`src/rtl/tt_pkg.sv`:
```
// Shared definitions for the truth-table sweeper: gate opcodes and sweep states.
package tt_pkg;

   localparam int OP_W = 3;

   localparam logic [OP_W-1:0] OP_BUF  = 3'd0;
   localparam logic [OP_W-1:0] OP_NOT  = 3'd1;
   localparam logic [OP_W-1:0] OP_AND  = 3'd2;
   localparam logic [OP_W-1:0] OP_NAND = 3'd3;
   localparam logic [OP_W-1:0] OP_OR   = 3'd4;
   localparam logic [OP_W-1:0] OP_NOR  = 3'd5;
   localparam logic [OP_W-1:0] OP_XOR  = 3'd6;
   localparam logic [OP_W-1:0] OP_XNOR = 3'd7;

   typedef enum logic [1:0] {
      IDLE = 2'd0,
      RUN  = 2'd1,
      DONE = 2'd2
   } state_t;

endpackage

```
`src/rtl/truth_table_sweeper_if.sv`:
```
// Row stream carrying one truth-table row and its channel results per handshake.
interface truth_table_sweeper_if #(
   parameter int N_IN = 2,
   parameter int N_CH = 3
) ();

   logic            out_valid;
   logic            out_ready;
   logic [N_IN-1:0] out_vec;
   logic [N_CH-1:0] out_z;

   modport master (
      output out_valid,
      output out_vec,
      output out_z,
      input  out_ready
   );

   modport slave (
      input  out_valid,
      input  out_vec,
      input  out_z,
      output out_ready
   );

endinterface

```
`src/rtl/tt_gate_eval.sv`:
```
// One gate channel: applies a 3-bit opcode to an input row, purely combinational.
module tt_gate_eval
   import tt_pkg::*;
#(
   parameter int N_IN = 2
) (
   input  logic [OP_W-1:0] op,
   input  logic [N_IN-1:0] vec,
   output logic            z
);

   // BUF/NOT look only at x0; every other op reduces across the whole row.
   always_comb begin
      z = 1'b0;
      case (op)
         OP_BUF:  z = vec[0];
         OP_NOT:  z = ~vec[0];
         OP_AND:  z = &vec;
         OP_NAND: z = ~&vec;
         OP_OR:   z = |vec;
         OP_NOR:  z = ~|vec;
         OP_XOR:  z = ^vec;
         OP_XNOR: z = ~^vec;
      endcase
   end

endmodule

```
`src/rtl/truth_table_sweeper.sv`:
```
// Sweeps all 2^N_IN input rows through N_CH gate channels and streams each row out.
// Optional TT_SIG_EN adds per-channel ones counters (ones_cnt) as a sweep signature.
module truth_table_sweeper
   import tt_pkg::*;
#(
   parameter int N_IN = 2,
   parameter int N_CH = 3
) (
   input  logic                  clk,
   input  logic                  rst_n,
   input  logic                  start,
   input  logic [OP_W*N_CH-1:0]  mode,
   truth_table_sweeper_if.master stream,
   output logic                  busy,
   output logic                  done
`ifdef TT_SIG_EN
   ,
   output logic [N_CH*(N_IN+1)-1:0] ones_cnt
`endif
);

   state_t                state_q, state_d;
   logic [N_IN-1:0]       vec_q, vec_d;
   logic [OP_W*N_CH-1:0]  mode_q, mode_d;
   logic [N_CH-1:0]       z;
   logic                  fire;
   logic                  start_ok;

   assign fire     = (state_q == RUN) && stream.out_ready;
   assign start_ok = (state_q == IDLE) && start;

   genvar c;
   generate
      for (c = 0; c < N_CH; c++) begin : g_ch
         tt_gate_eval #(.N_IN(N_IN)) u_eval (
            .op  (mode_q[OP_W*c +: OP_W]),
            .vec (vec_q),
            .z   (z[c])
         );
      end
   endgenerate

   always_ff @(posedge clk or negedge rst_n) begin
      if (!rst_n) begin
         state_q <= IDLE;
         vec_q   <= '0;
         mode_q  <= '0;
      end else begin
         state_q <= state_d;
         vec_q   <= vec_d;
         mode_q  <= mode_d;
      end
   end

   // The all-ones row is terminal, so the counter never needs to wrap.
   always_comb begin
      state_d = state_q;
      vec_d   = vec_q;
      mode_d  = mode_q;
      case (state_q)
         IDLE: begin
            if (start) begin
               mode_d  = mode;
               vec_d   = '0;
               state_d = RUN;
            end
         end
         RUN: begin
            if (fire) begin
               if (vec_q == {N_IN{1'b1}}) begin
                  state_d = DONE;
               end else begin
                  vec_d = vec_q + 1'b1;
               end
            end
         end
         DONE: begin
            state_d = IDLE;
         end
         default: begin
            state_d = IDLE;
         end
      endcase
   end

   assign stream.out_valid = (state_q == RUN);
   assign stream.out_vec   = vec_q;
   assign stream.out_z     = z;
   assign busy             = (state_q == RUN);
   assign done             = (state_q == DONE);

`ifdef TT_SIG_EN
   logic [N_CH*(N_IN+1)-1:0] ones_q;

   // Each field has one extra bit so a channel that is high on every row still fits.
   always_ff @(posedge clk or negedge rst_n) begin
      if (!rst_n) begin
         ones_q <= '0;
      end else if (start_ok) begin
         ones_q <= '0;
      end else if (fire) begin
         for (int i = 0; i < N_CH; i++) begin
            ones_q[i*(N_IN+1) +: (N_IN+1)] <=
               ones_q[i*(N_IN+1) +: (N_IN+1)] + (N_IN+1)'(z[i]);
         end
      end
   end

   assign ones_cnt = ones_q;
`else
   logic unused_start_ok;
   assign unused_start_ok = start_ok;
`endif

endmodule

```
`src/flat_wrapper.sv`:
```
// flat-port wrapper written by rule: the top's interface ports become plain ports
module truth_table_sweeper_flat import tt_pkg::*;
#(
   parameter int N_IN = 2,
   parameter int N_CH = 3
)
  (clk, rst_n, start, mode, busy, done, stream_out_valid, stream_out_vec, stream_out_z, stream_out_ready);
  truth_table_sweeper_if #(.N_IN(N_IN), .N_CH(N_CH)) stream_i ();
  input  logic clk;
  input  logic rst_n;
  input  logic start;
  input  logic [OP_W*N_CH-1:0] mode;
  output logic busy;
  output logic done;
  output wire logic [$bits(stream_i.out_valid)-1:0] stream_out_valid;
  output wire logic [$bits(stream_i.out_vec)-1:0] stream_out_vec;
  output wire logic [$bits(stream_i.out_z)-1:0] stream_out_z;
  input wire logic [$bits(stream_i.out_ready)-1:0] stream_out_ready;
  assign stream_out_valid = stream_i.out_valid;
  assign stream_out_vec = stream_i.out_vec;
  assign stream_out_z = stream_i.out_z;
  assign stream_i.out_ready = stream_out_ready;
  truth_table_sweeper #(.N_IN(N_IN), .N_CH(N_CH)) u_core (.clk(clk), .rst_n(rst_n), .start(start), .mode(mode), .stream(stream_i), .busy(busy), .done(done));
endmodule
```
`config.mk`:
```
export PLATFORM = sky130hd
export DESIGN_NAME = truth_table_sweeper_flat
export DESIGN_NICKNAME = d
export VERILOG_FILES = /design/src/rtl/tt_pkg.sv /design/src/rtl/truth_table_sweeper_if.sv /design/src/rtl/tt_gate_eval.sv /design/src/rtl/truth_table_sweeper.sv /design/src/flat_wrapper.sv
export SDC_FILE = /design/constraint.sdc
export NUM_CORES = 1
export LEC_CHECK = 0
export ABC_CLOCK_PERIOD_IN_PS = 1800
export CELL_PAD_IN_SITES_DETAIL_PLACEMENT = 0
export CELL_PAD_IN_SITES_GLOBAL_PLACEMENT = 2
export CORE_AREA = 2 2 57 54
export DETAILED_ROUTE_END_ITERATION = 10
export DIE_AREA = 0 0 59 56
export PLACE_DENSITY = 0.78
export REMOVE_ABC_BUFFERS = 1
export SLEW_MARGIN = 20
export SYNTH_ARGS = -nofsm -noshare
export SYNTH_HDL_FRONTEND = slang
export SYNTH_SLANG_ARGS = --single-unit
export TNS_END_PERCENT = 100
```
`constraint.sdc`:
```
create_clock -name clk -period 1.8 [get_ports clk]
set_input_delay 0.27 -clock clk [delete_from_list [all_inputs] [get_ports clk]]
set_output_delay 0.27 -clock clk [all_outputs]
set_load 0.01 [all_outputs]
```
# Word-level counts from Yosys, hierarchy flattened
# Index checks and enable logic that the tools add are counted.
[word_totals]
regBits = 13
output_inout_bits = 8
[op_classes]
add_sub_neg = 1
eq_ne = 28
n_mux = 11
n_bitwise = 1
n_reduce_logical = 15
[op_table]
columns = ["op", "count"]
rows = [
  ["3-bit == test (second input constant)", 12],
  ["1-bit case mux with 8 select lines", 3],
  ["3-bit by 2-bit == test with 1-bit output (second input constant)", 6],
  ["2-bit two-way mux", 6],
  ["3-bit by 1-bit == test with 1-bit output (second input constant)", 3],
  ["3-bit logical NOT", 3],
  ["2-bit case mux with 2 select lines", 2],
  ["2-bit == test (second input constant)", 2],
  ["2-bit by 1-bit inequality test with 1-bit output (second input constant)", 2],
  ["2-bit inequality test (second input constant)", 2],
  ["2-bit AND reduction", 2],
  ["4-bit AND reduction", 1],
  ["3-bit AND reduction", 1],
  ["2-bit by 1-bit adder with 2-bit output (second input constant)", 1],
  ["2-bit by 1-bit == test with 1-bit output (second input constant)", 1],
  ["1-bit logical NOT", 2],
  ["2-bit logical NOT", 1],
  ["2-bit nonzero test", 1],
  ["2-bit OR reduction", 1],
  ["2-bit XNOR reduction", 1],
  ["2-bit XOR reduction", 1],
  ["1-bit logical AND", 1],
  ["1-bit inverter", 1],
]

# Logic depth before layout (Yosys ltp)
[depth]
depth_word = 4
ltp_mapped = 6

# Cells and area by module
# Synthesis repeated with hierarchy kept, for this count alone.
[hier_totals]
cells_unflattened = 56
area_unflattened_um2 = 748.2
[modules_own_cells]
columns = ["module", "instances", "cells_each", "area_per_inst_um2", "seq_area_each_um2"]
rows = [
  ["truth_table_sweeper", 1, 35, 545.5, 325.3],
  ["tt_gate_eval", 3, 7, 67.6, 0.0],
]

# Worst setup path after synthesis
# No wires, ideal clock.
[synth_timing]
path_kind = "register -> output"
startpoint = "register u_core.vec_q[0], in the netlist u_core.stream.out_vec[0]"
endpoint = "output stream_out_z[0]"
arrival_ns = 1.580
t_required_ns = 1.530
slack_ns = -0.050
stages_incl_launch_ff = 6
cell_sequence = "dfrtp_1 -> inv_1 -> ha_1 -> mux4_2 -> xor2_1 -> buf_4"
[synth_via]
elab_chain_len = 3
elab_cells_between_ends = 8
classes_between = "mux: 1; bitwise: 1; reduce/logical: 6"
[synth_rtl]
columns = ["element", "line", "source"]
rows = [
  ["from (decl)", "truth_table_sweeper.sv:23", "logic [N_IN-1:0] vec_q, vec_d;"],
  ["from (signal assigned)", "truth_table_sweeper.sv:50", "vec_q <= vec_d;"],
  ["2-bit OR reduction / 2-bit AND reduction (equally long branches)", "n/a", ""],
  ["1-bit logical NOT, on equally long branches", "tt_gate_eval.sv:21, tt_gate_eval.sv:19", ""],
  ["1-bit case mux with 8 select lines *", "tt_gate_eval.sv:15", "case (op)"],
  ["to (decl)", "flat_wrapper.sv:17", "output wire logic [$bits(stream_i.out_z)-1:0] stream_out_z;"],
]
# Every way passes the cells marked *; elsewhere a longest branch is shown, timed or not.

# Worst setup path in the final report
[layout_timing]
startpoint = "register u_core.vec_q[1], in the netlist u_core.stream.out_vec[1]"
endpoint = "output stream_out_z[0]"
# The elaborated chain is that of the path after synthesis.

==> out/qor.csv <==
metric;value;unit
# nets final;92;
Synth cell types;16;
Max Clk Rate;497.7;MHz
clock sink total;13;
Clock power frac;0.102;
#FFs+latches synth;13;
Initial DRC Count;1;
PD cells;1751;nW/um^2
RSZ-0062 raised after global routing;yes;
status;finished with violations;
net switching power;0.5828;mW
grt met2 use;0.1429;
Reg clk slew, reported paths;0.08;ns
Clock Skew;0.007482;ns
initial core utilization;0.2547;
initial antenna violation count;0;
failing checks;negative setup slack;
Routability Congestion;0.6748;
clk buf depth;2;
Worst R2R End;u_core.stream.out_vec[0];
Required @ worst endpoint;1.53;ns
Worst setup startpoint;u_core.stream.out_vec[1];
min Tclk post-route;2.009;ns
I/O pins;21;
most frequent cells in the layout;clkdlybuf4s50_1, dfrtp_1, mux2_2;
die height;56;um
combinational group share of total power;0.585;
max-capacitance violation count;0;
CP Class;flop to output port;
Internal;1.140;mW
met3 Use GR;0.02791;
R2R depth;6;
Fin Setup TNS;-0.6127;ns
Area growth, synth to finish;45.29;%
Worst Tran Pin Value;0.5868;ns
pin count of the biggest net entering global routing;14;
Leakage;0.4230;nW
Antenna diodes;0;
DR vias/cell;4.292;
share of layout cells above drive strength 1;0.4605;
Mapped Cells;48;
IO Port Bufs;20;
DP Worst Slack;-0.4062;ns
CTS buffer count;3;
max_slew headroom;0.6076;
iteration count of the initial detailed-routing pass;2;
CORE AREA;2658;sq um
Power Total;1.722;mW
crit-path max FO;4;
reg2reg setup slack;0.18;ns
final worst-path cycle share;1.116;
sequential power share;0.313;
Reg-to-Reg Start;u_core.stream.out_vec[1];
Worst Setup End Kind;output port;
hold_buf cts;0;
synthesized area;676.9;sq um
antenna viol nets, final;0;
vias in the first global route;514;
maximum level of the CTS H-tree;1;
die width;59;um
sequential area share after synthesis;0.4806;
synth warn;0;
WL/cell;11.91;um
die area;3304;sq um
post-synthesis average cell area;14.10;sq um
WL final;1.262;mm
grt total ovfl;0;
GR peak layer;met2;
GRT Total Usage;0.08911;
vias;455;
Hold Path Class;input pin to async pin;
CTS root buf;clkbuf_4;
clk_lat worst skew;0.27;ns
worst setup margin;-0.2093;ns
Slew Limit Fails;0;
Startpoint Class;flop;
number of setup violations in the final report;3;
maximum vdd drop;567.9;uV
drc violations;0;
met1 Use GR;0.1119;
CP endpoint;stream_out_z[0];
most common cell after layout, fill and taps aside;clkdlybuf4s50_1;
WP data arrival;1.74;ns
Final Hold Vio Count;0;
global-route wire length before repair;2.235;mm
row count;18;
CTS tree;yes;
post-detail-place hpwl;991.7;um
sw frac;0.3384;
[metal layers]
layer	vias to the layer above	routed length (um)
met1	221	547
met3	0	75
met5	-	0
met4	0	0
met2	13	639
li1	221	-
[cell usage after synthesis]
cell type,instances,area [sq um]
and4bb_2,1,12.51
nor3b_2,1,12.51
dfrtp_1,13,325.3
nand2_1,1,3.750
nor2b_1,2,12.51
a21o_1,1,7.510
nor2_1,1,3.750
inv_1,3,11.26
ha_1,2,25.02
mux2_2,10,112.6
buf_6,1,11.26
a22o_1,1,8.760
buf_4,4,30.03
mux4_2,3,67.56
and3_1,1,6.260
xor2_1,3,26.28
[area by class of cell]
type                    count  area, sq um
clock buffers               4        26.28
fillers                   286         1674
inverters                   3        11.26
multi-input cells          27        326.6
flip-flops and latches     13        325.3
well taps                  30        37.54
repair buffers             29        256.5
[critical path: stages (launching register included)]
cell and delay, ns:
dfrtp_1 0.41, buf_4 0.15, ha_4 0.16, mux4_2 0.46
xor2_1 0.15, buf_2 0.13
[power groups by stage]
stage	Combinational, mW	Sequential [mW]	Clock, mW
after floorplan	0.535	0.536	0
after detailed placement	1.04	0.545	0
final	1.01	0.539	0.176
after CTS	1.03	0.541	0.189
after global routing	1.11	0.559	0.207
after global placement	1.02	0.538	0
[metrics by stage]
step	hold slack, ns	instance area, sq um	utilization	instances
2_1_floorplan	-0.02559	635.6	-	43
3_3_place_gp	0.5094	925.9	0.3484	100
3_5_place_dp	0.5169	925.9	0.3484	100
4_1_cts	0.3908	983.4	0.3701	106
5_1_grt	0.4150	983.4	0.3701	106
6_report	0.3685	983.4	0.3701	106
[worst min path at each step]
| stage | slack (ns) | endpoint | depth (start not counted) | from |
|---|---|---|---|---|
| after CTS | 0.39 | u_core.mode_q[1] | 1 | rst_n |
| after detailed placement | 0.52 | u_core.mode_q[0] | 1 | u_core.mode_q[0] |
| after global routing | 0.41 | u_core.stream.out_vec[0] | 1 | rst_n |
| final | 0.37 | u_core.state_q[0] | 1 | rst_n |
| after floorplan | -0.03 | u_core.mode_q[0] | 0 | rst_n |
| after global placement | 0.51 | u_core.mode_q[0] | 1 | u_core.mode_q[0] |
[sequential cells by signal, summed over array words and instances (netlist names)]
name / cells
u_core.stream.out_vec: 2
u_core.state_q: 2
u_core.mode_q: 9
[timing repair]
item,4_1_cts,5_1_grt
endpoints found under the setup margin,5,3
gates resized for setup,19,0
pin swaps,1,0
hold endpoints to repair,0,0
buffers inserted,2,0
[logic make-up after synthesis]
kind of cell | after synthesis | synth area share
compound gates | 2 | 0.02404
flops | 13 | 0.4806
fa+ha+maj | 2 | 0.03696
mux | 13 | 0.2662
simple gates | 7 | 0.07577
xor+xnor | 3 | 0.03882
buf+inv | 8 | 0.07763
Power figures use the tool's default switching activity.
